===== src/rtl/mem2axi_bridge.sv =====
// mem2axi_bridge: turns simple cs/we memory requests into single-beat AXI4 transactions, one at a time
module mem2axi_bridge #(
    parameter int          ID_W   = 10,
    parameter int unsigned AXI_ID = 0
) (
    input  logic            clk,
    input  logic            rst,
    input  logic            s_cs,
    input  logic            s_we,
    input  logic [31:0]     s_addr,
    input  logic [3:0]      s_byte,
    input  logic [31:0]     s_di,
    output logic [31:0]     s_do,
    output logic            s_busy,
    output logic            s_err,
    output logic [ID_W-1:0] m_awid,
    output logic [31:0]     m_awaddr,
    output logic [7:0]      m_awlen,
    output logic [2:0]      m_awsize,
    output logic [1:0]      m_awburst,
    output logic            m_awvalid,
    input  logic            m_awready,
    output logic [31:0]     m_wdata,
    output logic [3:0]      m_wstrb,
    output logic            m_wlast,
    output logic            m_wvalid,
    input  logic            m_wready,
    input  logic [ID_W-1:0] m_bid,
    input  logic [1:0]      m_bresp,
    input  logic            m_bvalid,
    output logic            m_bready,
    output logic [ID_W-1:0] m_arid,
    output logic [31:0]     m_araddr,
    output logic [7:0]      m_arlen,
    output logic [2:0]      m_arsize,
    output logic [1:0]      m_arburst,
    output logic            m_arvalid,
    input  logic            m_arready,
    input  logic [ID_W-1:0] m_rid,
    input  logic [31:0]     m_rdata,
    input  logic [1:0]      m_rresp,
    input  logic            m_rlast,
    input  logic            m_rvalid,
    output logic            m_rready
);

    typedef enum logic [2:0] {IDLE, WR, BW, RD, RW, RESP} state_t;

    state_t      state_q, state_d;
    logic [31:0] addr_q, addr_d, di_q, di_d, do_q, do_d;
    logic [3:0]  be_q, be_d;
    logic        err_q, err_d;
    logic        awvalid_q, awvalid_d, wvalid_q, wvalid_d, arvalid_q, arvalid_d;
    logic        bready_q, bready_d, rready_q, rready_d;
    logic        unused;

    assign unused = ^{m_bid, m_rid, m_rlast, m_bresp[0], m_rresp[0]};

    // next state, request latch, response capture; channel controls derive from the next state
    always_comb begin
        state_d = state_q;
        addr_d  = addr_q;
        be_d    = be_q;
        di_d    = di_q;
        do_d    = do_q;
        err_d   = err_q;
        case (state_q)
            IDLE: if (s_cs) begin
                addr_d  = s_addr;
                be_d    = s_byte;
                di_d    = s_di;
                state_d = s_we ? WR : RD;
            end
            WR: if ((!awvalid_q || m_awready) && (!wvalid_q || m_wready)) state_d = BW;
            BW: if (m_bvalid) begin
                err_d   = m_bresp[1];
                state_d = RESP;
            end
            RD: if (m_arready) state_d = RW;
            RW: if (m_rvalid) begin
                do_d    = m_rdata;
                err_d   = m_rresp[1];
                state_d = RESP;
            end
            default: state_d = IDLE;
        endcase
        awvalid_d = (state_q == IDLE && state_d == WR) || (awvalid_q && !m_awready);
        wvalid_d  = (state_q == IDLE && state_d == WR) || (wvalid_q && !m_wready);
        arvalid_d = state_d == RD;
        bready_d  = state_d == BW;
        rready_d  = state_d == RW;
    end

    // state and registered outputs; reset abandons any transaction in flight
    always_ff @(posedge clk) begin
        if (rst) begin
            state_q   <= IDLE;
            addr_q    <= '0;
            be_q      <= '0;
            di_q      <= '0;
            do_q      <= '0;
            err_q     <= 1'b0;
            awvalid_q <= 1'b0;
            wvalid_q  <= 1'b0;
            arvalid_q <= 1'b0;
            bready_q  <= 1'b0;
            rready_q  <= 1'b0;
        end else begin
            state_q   <= state_d;
            addr_q    <= addr_d;
            be_q      <= be_d;
            di_q      <= di_d;
            do_q      <= do_d;
            err_q     <= err_d;
            awvalid_q <= awvalid_d;
            wvalid_q  <= wvalid_d;
            arvalid_q <= arvalid_d;
            bready_q  <= bready_d;
            rready_q  <= rready_d;
        end
    end

    assign s_busy    = state_q == IDLE ? s_cs : state_q != RESP;
    assign s_do      = do_q;
    assign s_err     = err_q;
    assign m_awid    = ID_W'(AXI_ID);
    assign m_awaddr  = addr_q;
    assign m_awlen   = 8'd0;
    assign m_awsize  = 3'b010;
    assign m_awburst = 2'b01;
    assign m_awvalid = awvalid_q;
    assign m_wdata   = di_q;
    assign m_wstrb   = be_q;
    assign m_wlast   = 1'b1;
    assign m_wvalid  = wvalid_q;
    assign m_bready  = bready_q;
    assign m_arid    = ID_W'(AXI_ID);
    assign m_araddr  = addr_q;
    assign m_arlen   = 8'd0;
    assign m_arsize  = 3'b010;
    assign m_arburst = 2'b01;
    assign m_arvalid = arvalid_q;
    assign m_rready  = rready_q;

endmodule


===== config.mk =====
export PLATFORM = sky130hd
export DESIGN_NAME = mem2axi_bridge
export DESIGN_NICKNAME = d
export VERILOG_FILES = /design/src/rtl/mem2axi_bridge.sv
export SDC_FILE = /design/constraint.sdc
export NUM_CORES = 1
export LEC_CHECK = 0
export ABC_AREA = 1
export CAP_MARGIN = 15
export CELL_PAD_IN_SITES_DETAIL_PLACEMENT = 1
export CELL_PAD_IN_SITES_GLOBAL_PLACEMENT = 2
export CORE_ASPECT_RATIO = 1.5
export CORE_UTILIZATION = 30
export CTS_CLUSTER_DIAMETER = 150
export DETAILED_ROUTE_END_ITERATION = 12
export DONT_BUFFER_PORTS = 1
export PLACE_DENSITY_LB_ADDON = 0.1
export SLEW_MARGIN = 20
export SYNTH_ARGS = -nofsm -noshare
export SYNTH_HDL_FRONTEND = slang
export SYNTH_SLANG_ARGS = --single-unit
export TNS_END_PERCENT = 1

===== constraint.sdc =====
create_clock -name clk -period 1.7 [get_ports clk]
set_input_delay 0.34 -clock clk [delete_from_list [all_inputs] [get_ports clk]]
set_output_delay 0.34 -clock clk [all_outputs]
set_load 0.05 [all_outputs]

==> metrics.md <==
| Metric | Value |
|---|---|
| Antenna diodes | `0` |
| Global route overflow | `0` |
| H-tree depth | `3` |
| Final wirelength | `12.8 mm` |
| Max-slew violation count | `0` |
| Clk root buf | `clkbuf_16` |
| Post-synth top flop | `dfxtp_1` |
| DRT met1 WL | `between 4 and 5 mm` |
| Row Count | `55` |
| Setup Skew | `~0.0095 ns` |
| Number of synthesized flops with an enable pin | `0` |
| Share of layout cells above drive strength 1 | `12.5%` |
| RePlAce Congestion | `0.703` |
| CP max FO | `5` |
| Largest net degree at the start of global routing | `between 100 and 150` |
| # IOs | `320` |
| XOR/XNOR Fraction of Synth Area | `0%` |
| Post-synthesis mux area share | `0%` |
| Horiz. Die Dim | `103 µm` |
| R2R depth | `7` |
| Synth Area in Compound Gates | `11.9%` |
| Total global-route track usage | `between 15 and 20%` |
| DRC viols | `0` |
| Chip Height | `about 150 µm` |
| Detailed Place HPWL | `about 8.8 mm` |
| Initial Utilization | `between 30% and 40%` |
| Most frequent cells in the layout | `150 x nand2_1, 106 x dfxtp_1, 105 x a21oi_1` |
| Vias in the first global route | `~3500` |
| Rel. slew slack | `62.7%` |
| Initial antenna violation count | `0` |
| Post-synth top area share | `47.5%` |
| Pin slew with the least headroom to its limit | `0.559 ns` |
| Max frequency | `607 MHz` |
| Yosys cell types | `19` |
| Power per cell area | `1790 nW/µm²` |
| WHS Path Cells | `1` |
| Final ANT Viol Nets | `0` |
| Cells after Synth | `592` |
| Syn-to-layout area delta | `7.30%` |
| Synth Register Bits | `around 110` |
| WS Path Type | `reg -> out` |
| Core Area | `15000 µm²` |
| Startpoint types | `register` |
| Leak Pwr | `1.92 nW` |
| CP Capture Type | `output port` |
| Min Tclk post-route | `1.65 ns` |
| Async set-or-reset flop fraction in the synthesized netlist | `0%` |
| Commonest non-fill, non-tap cell in the layout | `nand2_1` |
| Met3 Wirelength | `~1.1 mm` |
| Met2 wire length | `6.60 mm` |
| Final hold violation count | `0` |
| Syn Area/Cell | `7.76 µm²` |
| DR pass1 iterations | `4` |
| CTS Buf Count | `9` |
| DR top layer | `met4` |
| Hold/Removal Path Class | `in -> reg` |
| Register area share after synthesis | `47.5%` |
| Mapped cell area | `between 4000 and 5000 µm²` |
| Simple-gate share of the synthesized area | `22.2%` |
| Final setup viols | `0` |
| Worst EP arrival | `1.31 ns` |
| Final worst-path cycle share | `96.9%` |
| Clock transition at the registers of the reported paths | `0.07 ns` |
| Synth Area in Adders | `0%` |
| Vias per cell | `4.64` |
| Fillers | `1889` |
| TritonCTS clock tree | `done` |
| Biggest area consumer among synthesized cells | `dfxtp_1` |
| Clk buf depth | `2` |
| Post-Layout Cell Count | `775` |
| Sink Count | `109` |
| DR WL/cell | `16.5 µm` |
| Core Util, Final | `roughly a third` |
| Ys Warns | `0` |
| Critical path required time | `1.36 ns` |
| Number of max-cap violations | `0` |
| First-pass GRT wire length | `18.4 mm` |
| Nets | `707` |
| Port buffer count | `0` |
| Vias | `3597` |
| Largest family of logic cells by synthesized area | `simple AND/OR/NAND/NOR gates` |
| Dpl cells | `760` |
| Die footprint | `around 16000 µm²` |
| Outcome | `finished clean` |
| DRT iter0 DRCs | `127` |
| Clk Latency, worst-skew pair | `approximately 0.34 ns` |
| VDD IR max | `0.593 mV` |
| Top cells by area, synth | `dfxtp_1 47%, buf_4 14%, nand2_1 12%` |
path summary, 6_finish.rpt:
check | startpoint | slack, ns | endpoint
worst min-delay path | rst | 0.08 | m_araddr[12]
worst max-delay path | state_q[0] | 0.05 | s_busy
worst min register to register | m_araddr[2] | 0.46 | m_araddr[2]
worst max register to register | state_q[1] | 0.16 | m_wdata[21]
cell families after synthesis:
group | Yosys count
simple gates | 240
buf+inv | 132
compound gates | 109
flops | 109
other cells | 2
power breakdown:
| group | total [mW] | leakage, nW | internal, mW | switching, mW |
|---|---|---|---|---|
| Clock | 2.36 | 0.159 | 1.43 | 0.927 |
| Combinational | 2.75 | 0.869 | 0.635 | 2.11 |
| Sequential | 3.73 | 0.890 | 2.89 | 0.838 |
registers in the layout, summed over array words and instances (netlist names):
signal,cells
s_err,1
m_arvalid,1
m_wvalid,1
state_q,3
m_bready,1
m_araddr,32
m_awvalid,1
m_wstrb,4
m_rready,1
m_wdata,32
s_do,32
per-layer routing:
metal  track usage (%)  up-vias
li1                  -     1755
met1              16.4     1677
met2              26.7      150
met3              5.55       15
met4              5.77        0
met5                 0        -
area by class of cell:
type / count / area (µm²) / area share, %
timing repair buffer: 44 / 347 / 7.03
sequential: 109 / 2190 / 44.4
tap: 199 / 249 / 5.05
multi-input combinational: 396 / 1770 / 35.9
clock buffer: 10 / 229 / 4.64
clock inverter: 4 / 98.8 / 2.01
inverter: 13 / 48.8 / 0.990
Yosys cell counts (3+ instances only):
master / n
inv_1: 11
a21oi_1: 105
o21ai_0: 3
nand3_1: 71
nand2_1: 151
buf_1: 6
clkbuf_1: 9
dfxtp_1: 109
nor2_1: 10
buf_2: 20
buf_4: 84
worst max-delay path: stages (launching register included):
cell	delay, ns
dfxtp_2	0.39
inv_1	0.10
nand2_1	0.12
nor2_4	0.05
o21ai_2	0.13
buf_6	0.18
through the flow:
step	total power, mW	TNS (ns)	setup slack, ns	instance area [µm²]	hold slack [ns]
finish	8.83	0	0.0528	4930	0.0761
global route	9.27	-0.0131	-0.0131	4930	0.0437
CTS	8.94	0	0.0139	4900	0.0489
detailed placement	6.51	0	0.206	4560	0.423
global placement	6.45	0	0.267	4560	0.420
floorplan	6.18	0	0.112	4770	0.487
timing repair:
action / CTS / global route
resized for setup: 5 / 5
buffers inserted: 0 / 1
hold buffers: 0 / 0
pin swaps: 1 / 1
setup endpoints to repair: 1 / 1
(Power assumes the default switching activity.)
